$ cat src/rtl/mem_port_arbiter.sv
// Fetch/data arbiter onto a single memory port.
// One outstanding transaction; data has priority with fetch starvation guard.
module mem_port_arbiter #(
  parameter int unsigned STARVE_LIMIT = 4
) (
  input  logic        clk_i,
  input  logic        rst_ni,
  input  logic        i_req_i,
  input  logic [31:0] i_addr_i,
  output logic        i_gnt_o,
  output logic        i_rvalid_o,
  output logic [31:0] i_rdata_o,
  input  logic        d_req_i,
  input  logic        d_we_i,
  input  logic [3:0]  d_be_i,
  input  logic [31:0] d_addr_i,
  input  logic [31:0] d_wdata_i,
  output logic        d_gnt_o,
  output logic        d_rvalid_o,
  output logic [31:0] d_rdata_o,
  input  logic        flush_i,
  output logic        mem_req_o,
  output logic        mem_we_o,
  output logic [3:0]  mem_be_o,
  output logic [31:0] mem_addr_o,
  output logic [31:0] mem_wdata_o,
  input  logic        mem_gnt_i,
  input  logic        mem_rvalid_i,
  input  logic [31:0] mem_rdata_i
);

  typedef enum logic [1:0] {
    S_IDLE,
    S_REQ,
    S_WAIT
  } state_t;

  localparam logic [2:0] LIMIT = 3'(STARVE_LIMIT);

  state_t      state;
  state_t      state_nx;
  logic        own_d;
  logic        drop;
  logic        we_q;
  logic [3:0]  be_q;
  logic [31:0] addr_q;
  logic [31:0] wdata_q;
  logic [2:0]  starve_cnt;
  logic        pick_i;
  logic        pick_d;

  // Fetch wins only when data is absent or fetch has waited long enough.
  always_comb begin
    pick_i = i_req_i && !flush_i &&
             (!d_req_i || starve_cnt == LIMIT);
    pick_d = d_req_i && !pick_i;
  end

  always_ff @(posedge clk_i or negedge rst_ni) begin
    if (!rst_ni) state <= S_IDLE;
    else         state <= state_nx;
  end

  always_comb begin
    state_nx = state;
    unique case (state)
      S_IDLE: if (pick_i || pick_d) state_nx = S_REQ;
      S_REQ:  if (mem_gnt_i)        state_nx = S_WAIT;
      S_WAIT: if (mem_rvalid_i)     state_nx = S_IDLE;
      default:                      state_nx = S_IDLE;
    endcase
  end

  always_comb begin
    i_gnt_o    = 1'b0;
    d_gnt_o    = 1'b0;
    mem_req_o  = 1'b0;
    i_rvalid_o = 1'b0;
    d_rvalid_o = 1'b0;
    unique case (state)
      S_IDLE: begin
        i_gnt_o = pick_i;
        d_gnt_o = pick_d;
      end
      S_REQ:  mem_req_o = 1'b1;
      S_WAIT: begin
        i_rvalid_o = mem_rvalid_i && !own_d &&
                     !drop && !flush_i;
        d_rvalid_o = mem_rvalid_i && own_d;
      end
      default: ;
    endcase
  end

  assign i_rdata_o   = i_rvalid_o ? mem_rdata_i : 32'h0;
  assign d_rdata_o   = d_rvalid_o ? mem_rdata_i : 32'h0;
  assign mem_we_o    = we_q;
  assign mem_be_o    = be_q;
  assign mem_addr_o  = addr_q;
  assign mem_wdata_o = wdata_q;

  // Fetch transactions are forced to full-word loads at latch time.
  always_ff @(posedge clk_i or negedge rst_ni) begin
    if (!rst_ni) begin
      own_d   <= 1'b0;
      we_q    <= 1'b0;
      be_q    <= 4'h0;
      addr_q  <= 32'h0;
      wdata_q <= 32'h0;
    end else if (i_gnt_o) begin
      own_d   <= 1'b0;
      we_q    <= 1'b0;
      be_q    <= 4'hF;
      addr_q  <= i_addr_i;
      wdata_q <= 32'h0;
    end else if (d_gnt_o) begin
      own_d   <= 1'b1;
      we_q    <= d_we_i;
      be_q    <= d_be_i;
      addr_q  <= d_addr_i;
      wdata_q <= d_wdata_i;
    end
  end

  always_ff @(posedge clk_i or negedge rst_ni) begin
    if (!rst_ni)
      starve_cnt <= 3'd0;
    else if (!i_req_i || i_gnt_o)
      starve_cnt <= 3'd0;
    else if (d_gnt_o && starve_cnt != 3'd7)
      starve_cnt <= starve_cnt + 3'd1;
  end

  // A flushed fetch still completes on the bus; only its response is hidden.
  always_ff @(posedge clk_i or negedge rst_ni) begin
    if (!rst_ni)
      drop <= 1'b0;
    else if (state == S_IDLE)
      drop <= 1'b0;
    else if (flush_i && !own_d)
      drop <= 1'b1;
  end

endmodule
$ cat config.mk
export PLATFORM = sky130hd
export DESIGN_NAME = mem_port_arbiter
export DESIGN_NICKNAME = d
export VERILOG_FILES = /design/src/rtl/mem_port_arbiter.sv
export SDC_FILE = /design/constraint.sdc
export NUM_CORES = 1
export LEC_CHECK = 0
export ABC_AREA = 1
export CAP_MARGIN = 20
export CORE_ASPECT_RATIO = 1.4
export CORE_MARGIN = 5
export CORE_UTILIZATION = 34
export DETAILED_ROUTE_END_ITERATION = 12
export GPL_TIMING_DRIVEN = 1
export PLACE_DENSITY_LB_ADDON = 0.15
export SLEW_MARGIN = 30
export SYNTH_ARGS = -nofsm -noshare
export SYNTH_HDL_FRONTEND = slang
export SYNTH_SLANG_ARGS = --single-unit
$ cat constraint.sdc
create_clock -name clk_i -period 2.01 [get_ports clk_i]
set_input_delay 0.3015 -clock clk_i [delete_from_list [all_inputs] [get_ports clk_i]]
set_output_delay 0.3015 -clock clk_i [all_outputs]
set_load 0.005 [all_outputs]
Word level (Yosys, flattened, before mapping)

Cells that the tools add are included.

Bits in registers: 76
Bits of input ports: 140
Output and inout bits: 138
Logic and storage cells: 64

Add/sub/neg operators: 1
Equal/unequal tests: 7
Mux-type cells: 25
Reductions and logical operators: 23

Operators by type and width:

| kind                | number |
|---|---|
| $mux 32             | 6 |
| $mux 1              | 11 |
| $logic_and 1x1->1   | 9 |
| $mux 4              | 2 |
| $logic_not 1->1     | 6 |
| $mux 2              | 3 |
| $mux 3              | 2 |
| $ne 2x2->1 const B  | 3 |
| $pmux 2 s3          | 1 |
| $reduce_bool 2->1   | 3 |
| $add 3x1->3 const B | 1 |
| $eq 3x3->1 const B  | 1 |
| $logic_or 1x1->1    | 3 |
| $ne 3x3->1 const B  | 1 |
| $reduce_and 3->1    | 1 |
| $eq 2x1->1 const B  | 1 |
| $eq 2x2->1 const B  | 1 |
| $logic_not 2->1     | 1 |

Depth between registers and ports, before layout

Gate-level depths: netlist (run 1).

Depth after elaboration: 9
Gate-level depth with buffers: 11
Mapped depth without buffers: 9

Worst setup path before layout (run 1)

Ideal clock, no wire load.

Path type: register to output
Start: register starve_cnt[0]
End: output d_gnt_o
Arrival: 1.218 ns
Required time: 1.709 ns
Setup slack: 0.490 ns
Stages on the path, launching flop included: 9
Path buffers: 1
Path through: dfrtp_1 -> inv_1 -> ha_1 -> nand2_1 -> nand2_1 -> nand2_1 -> nand2_1 -> inv_2 -> buf_4

Word-level cells in the longest chain between the ends: 6

Ends and longest elaborated chain:

| item                     | RTL line | source |
|---|---|---|
| start: declaration       | 48       | `logic [2:0] starve_cnt;` |
| start signal: assignment | 131      | `starve_cnt <= starve_cnt + 3'd1;` |
| $eq 3x3->1               | 55       | `(!d_req_i \|\| starve_cnt == LIMIT);` |
| $logic_or 1x1->1         | 55       |  |
| $logic_and 1x1->1        | 54       | `pick_i = i_req_i && !flush_i &&` |
| $logic_not 1->1          | 56       | `pick_d = d_req_i && !pick_i;` |
| $logic_and 1x1->1        | 56       |  |
| $mux 1                   | 80       | `unique case (state)` |
| end: declaration         | 18       | `output logic d_gnt_o,` |

Every way passes these cells.

Worst setup path after layout (run 1)

Ends and elaborated chain as after synthesis.

==> flow_metrics.tcl, run 1 <==
set metrics [dict create \
    worst_setup_slack_post_dpl_ns -0.1773 \
    tritoncts_num_sinks 76 \
    number_of_buffers_added_by_the_clock_tree_synthesis_step 9 \
    yosysTopAreaCellShare_pct 51.37 \
    final_ws_setup_ns 0.1111 \
    finalHoldViolations 0 \
    worst-r2r-cell-count 11 \
    synth-main-ff-cell "sky130_fd_sc_hd__dfrtp_1" \
    worstSetupPathType "flip-flop to output port" \
    place_congestion 0.9323 \
    number_of_antenna_violations_at_the_first_check_in_global_routing 1 \
    cts_htree_levels 3 \
    sequence_of_cells_on_the_critical_path "inv_1 > ha_1 > nand2_1 > nand2_2 > nand2_1 > nand2_1 > inv_2 > clkdlybuf4s15_1" \
    post-synth-top-count-cell "sky130_fd_sc_hd__nand2_1" \
    required_ns 1.71 \
    fin_nets 928 \
    route.vias.total 4322 \
    netlist.top_cell.by_area "sky130_fd_sc_hd__dfrtp_1" \
    hold_worst_slack_ns 0.4708 \
    worst_setup_hold_path_clk_slew_ns 0.06 \
    dp.cells 911 \
    wl_mm 14.91 \
    vert_die_dim_um 133.5 \
    worst_hold_path_type "flip-flop to flip-flop" \
    clockRootBuffer "sky130_fd_sc_hd__clkbuf_16" \
    wl_per_cell_um 15.99 \
    worst_r2r_startpoint "starve_cnt[0]" \
    drt.antenna.violating_nets 0 \
    rr_endpoint "mem_addr_o[5]" \
    ctsLongestPathBuffers 2 \
    synth_async_sr_flop_share_pct 100.0 \
    grt_setup_unrepaired "no" \
    min-delay-start "mem_we_o" \
    most_area_consuming_cells_after_synthesis "sky130_fd_sc_hd__dfrtp_1, sky130_fd_sc_hd__nand2_1, sky130_fd_sc_hd__nand3_1" \
    critical_path_arrival_ns 1.60 \
    end_kind "output port" \
    drtPass1Iterations 4 \
    grt_pass1_wl_mm 23.18 \
    maxCapViolations 0 \
    max-vdd-ir-drop_mv 0.5964 \
    worst_min_delay_path_endpoint "mem_we_o" \
    critical_path.slowest_cell "sky130_fd_sc_hd__dfrtp_1" \
    cts_tree "built" \
    ff_to_ff_setup_slack_ns 0.21 \
    worstHoldPathCells 2 \
    ys_seq_area_share_pct 51.37 \
    fmax_ghz 0.5266 \
    initial_detailed_routing_violation_count 108 \
    netlist_area_sq_um 3702 \
    dieArea_sq_um 13110 \
    timing.critical_path.mode_cell "sky130_fd_sc_hd__nand2_1" \
    synth.lib_cells_used.distinct 20 \
    die_x_um 98.19 \
    final_util_pct 63.05 \
    finish.cell_count_without_fillers 932 \
    rows 45 \
    area_growth_syn_to_layout_pct 83.14 \
    detail_route.drc_violations 0 \
    overflow 0 \
    leakage_power_nw 3.496 \
    post_route_cells_drive_above_1_share_pct 14.56 \
    path_max_fanout 3 \
    routed_via_density 4.637 \
    boundaryPins 278 \
    status "finished clean" \
    final_period_minus_worst_setup_slack_ns 1.899 \
    synth_seq_cells 76 \
    place.port_buffers 277 \
    final_max_slew_viol_count 0 \
    synth-warning-count 0 \
    final.setup.tns_ns 0 \
    grt_max_degree 45 \
    start_kind "flip-flop" \
    synth.cells.most_frequent "sky130_fd_sc_hd__nand2_1, sky130_fd_sc_hd__nor2_1, sky130_fd_sc_hd__dfrtp_1, sky130_fd_sc_hd__nand3_1, sky130_fd_sc_hd__inv_1" \
    power_density_nw_per_um2 1173 \
    timing_worst_slew_pin_value_ns 0.4867 \
    timing.slew.headroom_pct 67.55 \
    post_synth.cell_area_avg_sq_um 7.390 \
    core_area_sq_um 10750 \
    post-route-period-util_pct 94.47 \
    detailed_place_hpwl_mm 11.75 \
    number_of_global_route_vias_before_repair 4605 \
    grt_util_all_layers_pct 22.56 \
    synth-edff-count 0 \
    crit_path_max_incr_delay_ns 0.37 \
    syn_inst 501 \
    worstSkewPairLatency_ns 0.33 \
    initial_utilization_pct 34.43 \
    synthesis.nets 644 \
    setup_viol_count_final 0 \
    fin_worst_skew_ns 0.005790 \
]
cells by family (layout without fill, tap and decap cells):
group | count (synthesis) | count (layout) | synth area share (%)
fa+ha+maj | 3 | 3 | 1.014
simple gates | 338 | 338 | 37.34
flops | 76 | 76 | 51.37
other cells | 0 | 1 | 0
compound gates | 3 | 3 | 0.5067
buf+inv | 81 | 370 | 9.767
routing by layer:
layer	share of wire, %	vias up	track usage (%)
li1	-	2085	-
met1	37	1996	24.88
met2	50	214	38.79
met3	10	27	8.172
met4	2.9	0	10.02
met5	0	-	0
sequential cells by signal (all words and copies together) (netlist names):
register,cells
mem_be_o,4
mem_wdata_o,32
own_d,1
drop,1
mem_we_o,1
mem_addr_o,32
state,2
starve_cnt,3
power by group:
part	internal (mW)	leakage (nW)	switching [mW]
Clock	1.21	0.167	0.613
Sequential	2.22	0.946	0.369
Combinational	1.96	2.38	1.58
cell type report:
type,count,area [sq um]
Timing Repair Buffer,299,2700
Clock buffer,10,229.0
Fill cell,956,3974
Antenna cell,1,2.502
Multi-Input combinational cell,344,1451
Tap cell,141,176.4
Clock inverter,6,112.6
Inverter,55,206.4
Sequential cell,76,1902
worst max path at each step:
stage | cells past startpoint | end | start | slack (ns)
2_1_floorplan | 8 | d_gnt_o | starve_cnt[0] | 0.49
3_3_place_gp | 7 | d_rdata_o[7] | mem_rvalid_i | -0.17
3_5_place_dp | 7 | d_rdata_o[7] | mem_rvalid_i | -0.18
4_1_cts | 6 | d_rvalid_o | state[1] | -0.003
5_1_grt | 8 | d_rdata_o[7] | state[1] | 0.01
6_report | 8 | d_gnt_o | starve_cnt[0] | 0.11
metrics by stage:
step / cell area (sq um) / power, mW
2_1_floorplan: 3702 / 3.994
3_3_place_gp: 6684 / 6.144
4_1_cts: 6963 / 8.074
3_5_place_dp: 6684 / 6.247
5_1_grt: 6780 / 8.499
6_report: 6780 / 7.951
what timing repair did:
item / 4_1_cts / 5_1_grt
hold buffers: 1 / 0
buffers inserted: 1 / 1
gates resized for setup: 67 / 137
pin swaps: 0 / 3
cloned: 0 / 1
hold endpoints to repair: 35 / 0
endpoints found under the setup margin: 68 / 134
critical path, delay by kind of cell (launching register included):
| family | cells | cell delay [ns] |
|---|---|---|
| flops | 1 | 0.37 |
| buf+inv | 3 | 0.36 |
| simple gates | 4 | 0.33 |
| fa+ha+maj | 1 | 0.20 |
placed cells by master, fill, tap and decap left out, drive strengths merged:
master,instances
diode,1
clkdlybuf4s50,208
nor2,88
nand2,180
ha,3
o21ai,1
dlygate4sd3,1
nand4,3
dlygate4sd2,1
buf,21
nand3,66
a21oi,1
inv,55
dlymetal6s2s,2
clkbuf,75
nor3,1
dfrtp,76
a31o,1
bufinv,3
clkinv,3
clkdlybuf4s15,1
Power figures use the tool's default switching activity.
==> run 2: changes to the inputs <==
- CTS_CLUSTER_SIZE: unset -> 30
==> results of run 2 <==
Final layout, timing and power as in run 1 (identical DEF).
